`config.mk`:
```
export PLATFORM = sky130hd
export DESIGN_NAME = gcd_unit
export DESIGN_NICKNAME = d
export VERILOG_FILES = /design/src/rtl/gcd_pkg.sv /design/src/rtl/gcd_step.sv /design/src/rtl/gcd_unit.sv
export SDC_FILE = /design/constraint.sdc
export NUM_CORES = 1
export LEC_CHECK = 0
export CELL_PAD_IN_SITES_DETAIL_PLACEMENT = 0
export CELL_PAD_IN_SITES_GLOBAL_PLACEMENT = 2
export CORE_ASPECT_RATIO = 0.8
export CORE_MARGIN = 4
export CORE_UTILIZATION = 34
export CTS_CLUSTER_SIZE = 12
export DETAILED_ROUTE_END_ITERATION = 12
export HOLD_SLACK_MARGIN = 0.12
export PLACE_DENSITY = 0.92
export SETUP_SLACK_MARGIN = 0.05
export SKIP_CTS_REPAIR_TIMING = 1
export SLEW_MARGIN = 20
export SYNTH_ARGS = -nofsm -noshare
export SYNTH_HDL_FRONTEND = slang
export SYNTH_SLANG_ARGS = --single-unit
```
`constraint.sdc`:
```
create_clock -name clk -period 3.5 [get_ports clk]
set_input_delay 0.35 -clock clk [delete_from_list [all_inputs] [get_ports clk]]
set_output_delay 0.35 -clock clk [all_outputs]
set_load 0.02 [all_outputs]
```
`src/rtl/gcd_pkg.sv`:
```
// Shared types for the GCD engine: controller states and the runtime algorithm select.
package gcd_pkg;

  typedef enum logic [1:0] {
    IDLE,
    CALC,
    DONE
  } gcd_state_e;

  typedef enum logic {
    MODE_SUB,
    MODE_BIN
  } gcd_mode_e;

endpackage

```
`src/rtl/gcd_step.sv`:
```
// One combinational GCD iteration: subtractive Euclid or binary (Stein) step on the operand pair.
module gcd_step
  import gcd_pkg::*;
#(
  parameter int WIDTH = 16
) (
  input  logic [WIDTH-1:0] reg_x,
  input  logic [WIDTH-1:0] reg_y,
  input  gcd_mode_e        mode,
  output logic [WIDTH-1:0] next_x,
  output logic [WIDTH-1:0] next_y,
  output logic             inc_k,
  output logic             equal
);

  logic x_lt_y;
  logic x_even;
  logic y_even;

  assign x_lt_y = reg_x < reg_y;
  assign x_even = ~reg_x[0];
  assign y_even = ~reg_y[0];
  assign equal  = reg_x == reg_y;

  always_comb begin
    // NOTE: every output gets a default before any branch, so no path can infer a latch.
    next_x = reg_x;
    next_y = reg_y;
    inc_k  = 1'b0;
    if (mode == MODE_SUB) begin
      if (x_lt_y) next_y = reg_y - reg_x;
      else        next_x = reg_x - reg_y;
    end else begin
      // Priority order matters: a shared factor of two is pulled out before any lone halving.
      if (x_even && y_even) begin
        next_x = reg_x >> 1;
        next_y = reg_y >> 1;
        inc_k  = 1'b1;
      end else if (x_even) begin
        next_x = reg_x >> 1;
      end else if (y_even) begin
        next_y = reg_y >> 1;
      end else if (x_lt_y) begin
        next_y = reg_y - reg_x;
      end else begin
        next_x = reg_x - reg_y;
      end
    end
  end

endmodule

```
`src/rtl/gcd_unit.sv`:
```
// GCD engine top: IDLE/CALC/DONE controller, operand registers and valid/ready handshakes.
module gcd_unit
  import gcd_pkg::*;
#(
  parameter int WIDTH = 16,
  parameter int CNT_W = 16
) (
  input  logic             clk,
  input  logic             rst,
  input  logic             in_valid,
  output logic             in_ready,
  input  logic             mode,
  input  logic [WIDTH-1:0] x,
  input  logic [WIDTH-1:0] y,
  output logic             out_valid,
  input  logic             out_ready,
  output logic [WIDTH-1:0] result,
  output logic [CNT_W-1:0] cycles
);

  localparam int K_W = $clog2(WIDTH) + 1;

  gcd_state_e       state;
  gcd_state_e       state_next;
  gcd_mode_e        mode_r;
  logic [WIDTH-1:0] reg_x;
  logic [WIDTH-1:0] reg_y;
  logic [K_W-1:0]   k;
  logic [WIDTH-1:0] next_x;
  logic [WIDTH-1:0] next_y;
  logic             inc_k;
  logic             equal;
  logic             accept;
  logic             zero_op;

  gcd_step #(.WIDTH(WIDTH)) u_step (
    .reg_x  (reg_x),
    .reg_y  (reg_y),
    .mode   (mode_r),
    .next_x (next_x),
    .next_y (next_y),
    .inc_k  (inc_k),
    .equal  (equal)
  );

  assign accept  = in_valid && in_ready;
  assign zero_op = (x == '0) || (y == '0);

  always_ff @(posedge clk) begin
    // NOTE: sequential state uses non-blocking assignments so every register sees pre-edge values.
    if (!rst) state <= IDLE;
    else      state <= state_next;
  end

  always_comb begin
    state_next = state;
    in_ready   = 1'b0;
    out_valid  = 1'b0;
    case (state)
      IDLE: begin
        in_ready = 1'b1;
        if (in_valid) state_next = zero_op ? DONE : CALC;
      end
      CALC: begin
        if (equal) state_next = DONE;
      end
      DONE: begin
        out_valid = 1'b1;
        if (out_ready) state_next = IDLE;
      end
      default: state_next = IDLE;
    endcase
  end

  always_ff @(posedge clk) begin
    // NOTE: the datapath is a handful of flops, not a memory, so clearing it in reset is cheap and wanted.
    if (!rst) begin
      reg_x  <= '0;
      reg_y  <= '0;
      k      <= '0;
      mode_r <= MODE_SUB;
      result <= '0;
      cycles <= '0;
    end else begin
      case (state)
        IDLE: begin
          if (accept) begin
            reg_x  <= x;
            reg_y  <= y;
            mode_r <= gcd_mode_e'(mode);
            k      <= '0;
            cycles <= '0;
            if (zero_op) result <= x | y;
          end
        end
        CALC: begin
          if (cycles != {CNT_W{1'b1}}) cycles <= cycles + 1'b1;
          // The terminating compare cycle is counted too; the shift restores the common power of two.
          if (equal) begin
            result <= reg_x << k;
          end else begin
            reg_x <= next_x;
            reg_y <= next_y;
            if (inc_k) k <= k + 1'b1;
          end
        end
        default: ;
      endcase
    end
  end

endmodule
```
==> results by group <==
Outcome
  – Status: completed

Power
  – Net Switching: 2830 uW
  – PD cells: 796 mW/mm^2
  – Sw Ratio: 0.481
  – Internal: 3050 uW
  – Clk pwr share: 0.162
  – Logic pwr share: 0.638
  – P_leak: 0.00283 uW
  – Design Power: 5870 uW
  – Reg power frac: 0.201
  – Maximum vdd drop: 0.000316 V

STA
  – TNS Setup: 0 ns
  – Slew @ Worst Pin: 0.969 ns
  – Hold Vio Cnt, Final: 0
  – Post-route minimum period: 3.28 ns
  – Worst hold margin: 0.493 ns
  – Relative slew slack: 0.354
  – RSZ-0062 raised after global routing: no
  – Fmax: 0.305 GHz
  – Final Cycle Share: 0.937
  – Final Setup Violations: 0
  – Skew final: 0.00517 ns
  – Max Slew Vio Count: 0

Logic synthesis
  – EDFF count, synth: 0
  – Largest cells by area after synthesis: dfxtp_1 24%, ha_1 7.4%, mux2i_1 5.2%
  – Synth Flop Type: dfxtp_1
  – Synth cell types: 70
  – Post-synthesis net count: 853
  – Count leader, synth: dfxtp_1
  – Yosys top cell by area: dfxtp_1
  – Post-synth ARST share: 0
  – Register area share after synthesis: 0.235
  – Syn Std Cell Area: 0.00613 sq mm
  – Syn_area_per_cell: 7.87 sq um
  – Top cell type's share of synthesized area: 0.235
  – YS warnings: 0
  – Yosys reg bits: 72
  – Syn Inst Count: 778
  – Synth cell count leaders: 72 x dfxtp_1, 63 x a21oi_1, 60 x nor2_1

Critical path
  – Top delay family on crit path: simple AND/OR/NAND/NOR gates
  – Setup Crit Path Kind: reg2reg
  – Worst setup EP type: flop
  – CP required: 3.67 ns
  – Crit-path slowest cell: and2_1
  – Crit path DAT: 3.45 ns
  – Worst-path fanout max: 15
  – Peak per-stage delay on the critical path: 0.76 ns
  – Cell Chain, Critical Path: inv_1, ha_1, and3_4, a221oi_4, or3_4, a21o_4, nand3_2, and2_1, a311oi_1
  – Startpoint type of the worst setup path: flop
  – Number of buffers and inverters on the critical path: 1

Worst hold path
  – Class of the worst hold path: reg2reg

GRT
  – Total gr overflow: 0
  – Largest net degree at the start of global routing: 39
  – All-Layer GR Usage: 0.219
  – Initial antenna violation count: 0
  – Vias in the first global route: 5,913
  – First-pass GRT wire length: 34.3 mm

Final layout
  – Antenna diodes: 0
  – Sequential cell area: 0.00144 sq mm
  – Fill cell count: 1,753
  – Final nets: 912
  – Area growth, synth to finish: 20.5%
  – Share of cells above drive strength 1: 0.0975
  – Multi-input logic area: 0.00424 sq mm

Route
  – Vias per cell: 5.96
  – 1st-iter DRT viols: 684
  – DR WL/cell: 21.0 um
  – Antenna-violating nets left: 0
  – Total Routed Length: 22.4 mm
  – Pre-antenna DRT Iters: 5
  – Vias: 6,358
  – Residual DRC count: 0

Die
  – I/O pin total: 71
  – Chip width: 158 um
  – Core area: 0.0175 sq mm
  – DIE AREA: 0.0202 sq mm
  – Rows: 43
  – DIE HEIGHT: 128 um
  – Initial Util: 0.350

CTS
  – Num CTS Buffers: 9
  – Clock Pin Slew Worst Setup and Hold Paths: 0.06 ns
  – CTS tree: yes
  – H-tree depth: 3
  – # clock sinks: 72
  – Clk buf depth: 2
  – Worst-Skew Late Latency: 0.35 ns
  – Root Driver: clkbuf_16

Placed design
  – Placer Congestion: 0.939
  – PortBufs: 70
  – DP HPWL: 17.2 mm

Job
  – Maximum capacitance violations: 0
[final timing paths]
check / from / to / slack [ns] / cells past startpoint
setup / recovery: reg_x[4] / reg_x[14] / 0.22 / 9
hold / removal: result[13] / result[13] / 0.49 / 2
setup reg to reg: reg_x[4] / reg_x[14] / 0.22 / 9
hold reg to reg: result[13] / result[13] / 0.49 / 2
[power groups by stage]
stage	clock network, uW	registers, uW	logic [uW]
CTS	966	1170	3670
global placement	0	1190	3660
floorplan	0	1150	2690
finish	949	1180	3750
global route	997	1200	4070
detailed placement	0	1190	3640
[metal layers]
metal | wire length (um) | global-route usage | share of wire | up-vias
met4 | 503 | 0.0617 | 0.022 | 0
li1 | - | - | - | 3008
met5 | 0 | 0 | 0 | -
met3 | 2100 | 0.0516 | 0.094 | 37
met2 | 8960 | 0.304 | 0.40 | 310
met1 | 10900 | 0.333 | 0.48 | 3003
[area by class of cell]
cell class	instances	share of cell area
multi-input cells	603	0.575
inverters	48	0.0244
well taps	225	0.0381
clock inverters	3	0.00576
clock buffers	12	0.0334
flip-flops and latches	72	0.195
repair buffers	103	0.128
[cell usage in the layout (no fill, tap or decap), types with 4 or more instances in the layout]
master,instances
nand3_1,23
nand2_1,43
mux2i_1,32
o21ai_1,15
o21ai_0,55
a311oi_1,7
a21o_1,12
nor2_1,60
nor2b_1,11
o22ai_1,4
xnor2_1,16
clkdlybuf4s50_1,70
nand4_1,12
a22oi_1,24
buf_4,33
o221ai_1,7
o21a_1,6
and3_1,12
dfxtp_1,72
and2_1,4
nor4_1,10
mux2_2,6
o31ai_1,4
a211oi_1,6
mux4_2,5
inv_1,47
a21oi_1,63
o211a_1,4
clkbuf_16,9
o211ai_1,15
a31oi_1,16
nor3_1,13
a311oi_2,11
nand2b_1,5
nand3b_1,4
or3_1,11
xor2_1,14
ha_1,36
[kinds of logic (layout without fill, tap and decap cells)]
| logic type | Yosys count | in the layout | synth area share |
|---|---|---|---|
| buffers and inverters | 103 | 166 | 0.0727 |
| muxes | 43 | 43 | 0.0817 |
| xor gates and xnor gates | 30 | 30 | 0.0429 |
| DFF | 72 | 72 | 0.235 |
| adders and majority gates | 38 | 38 | 0.0801 |
| and+or+nand+nor | 221 | 221 | 0.182 |
| AOI/OAI and AO/OA | 271 | 271 | 0.305 |
[stage by stage]
stage / setup WS [ns] / utilization / cell area [sq um] / instances
4_1_cts: 0.283 / 0.422 / 7380 / 1066
6_report: 0.221 / 0.422 / 7380 / 1066
2_1_floorplan: 0.762 / - / 6130 / 778
3_3_place_gp: 0.357 / 0.406 / 7090 / 1051
5_1_grt: 0.116 / 0.422 / 7380 / 1066
3_5_place_dp: 0.298 / 0.406 / 7090 / 1051
[worst min-delay path, cell delays in order (launching register included)]
cell,delay [ns]
dfxtp_1,0.32
mux2i_1,0.07
nor2_1,0.07
[state kept, by name, indices dropped and copies added, names as in the netlist]
signal  cells
mode_r      1
state       2
k           5
reg_x      16
reg_y      16
result     16
cycles     16
Note: power is estimated with default switching activity, not from simulation.
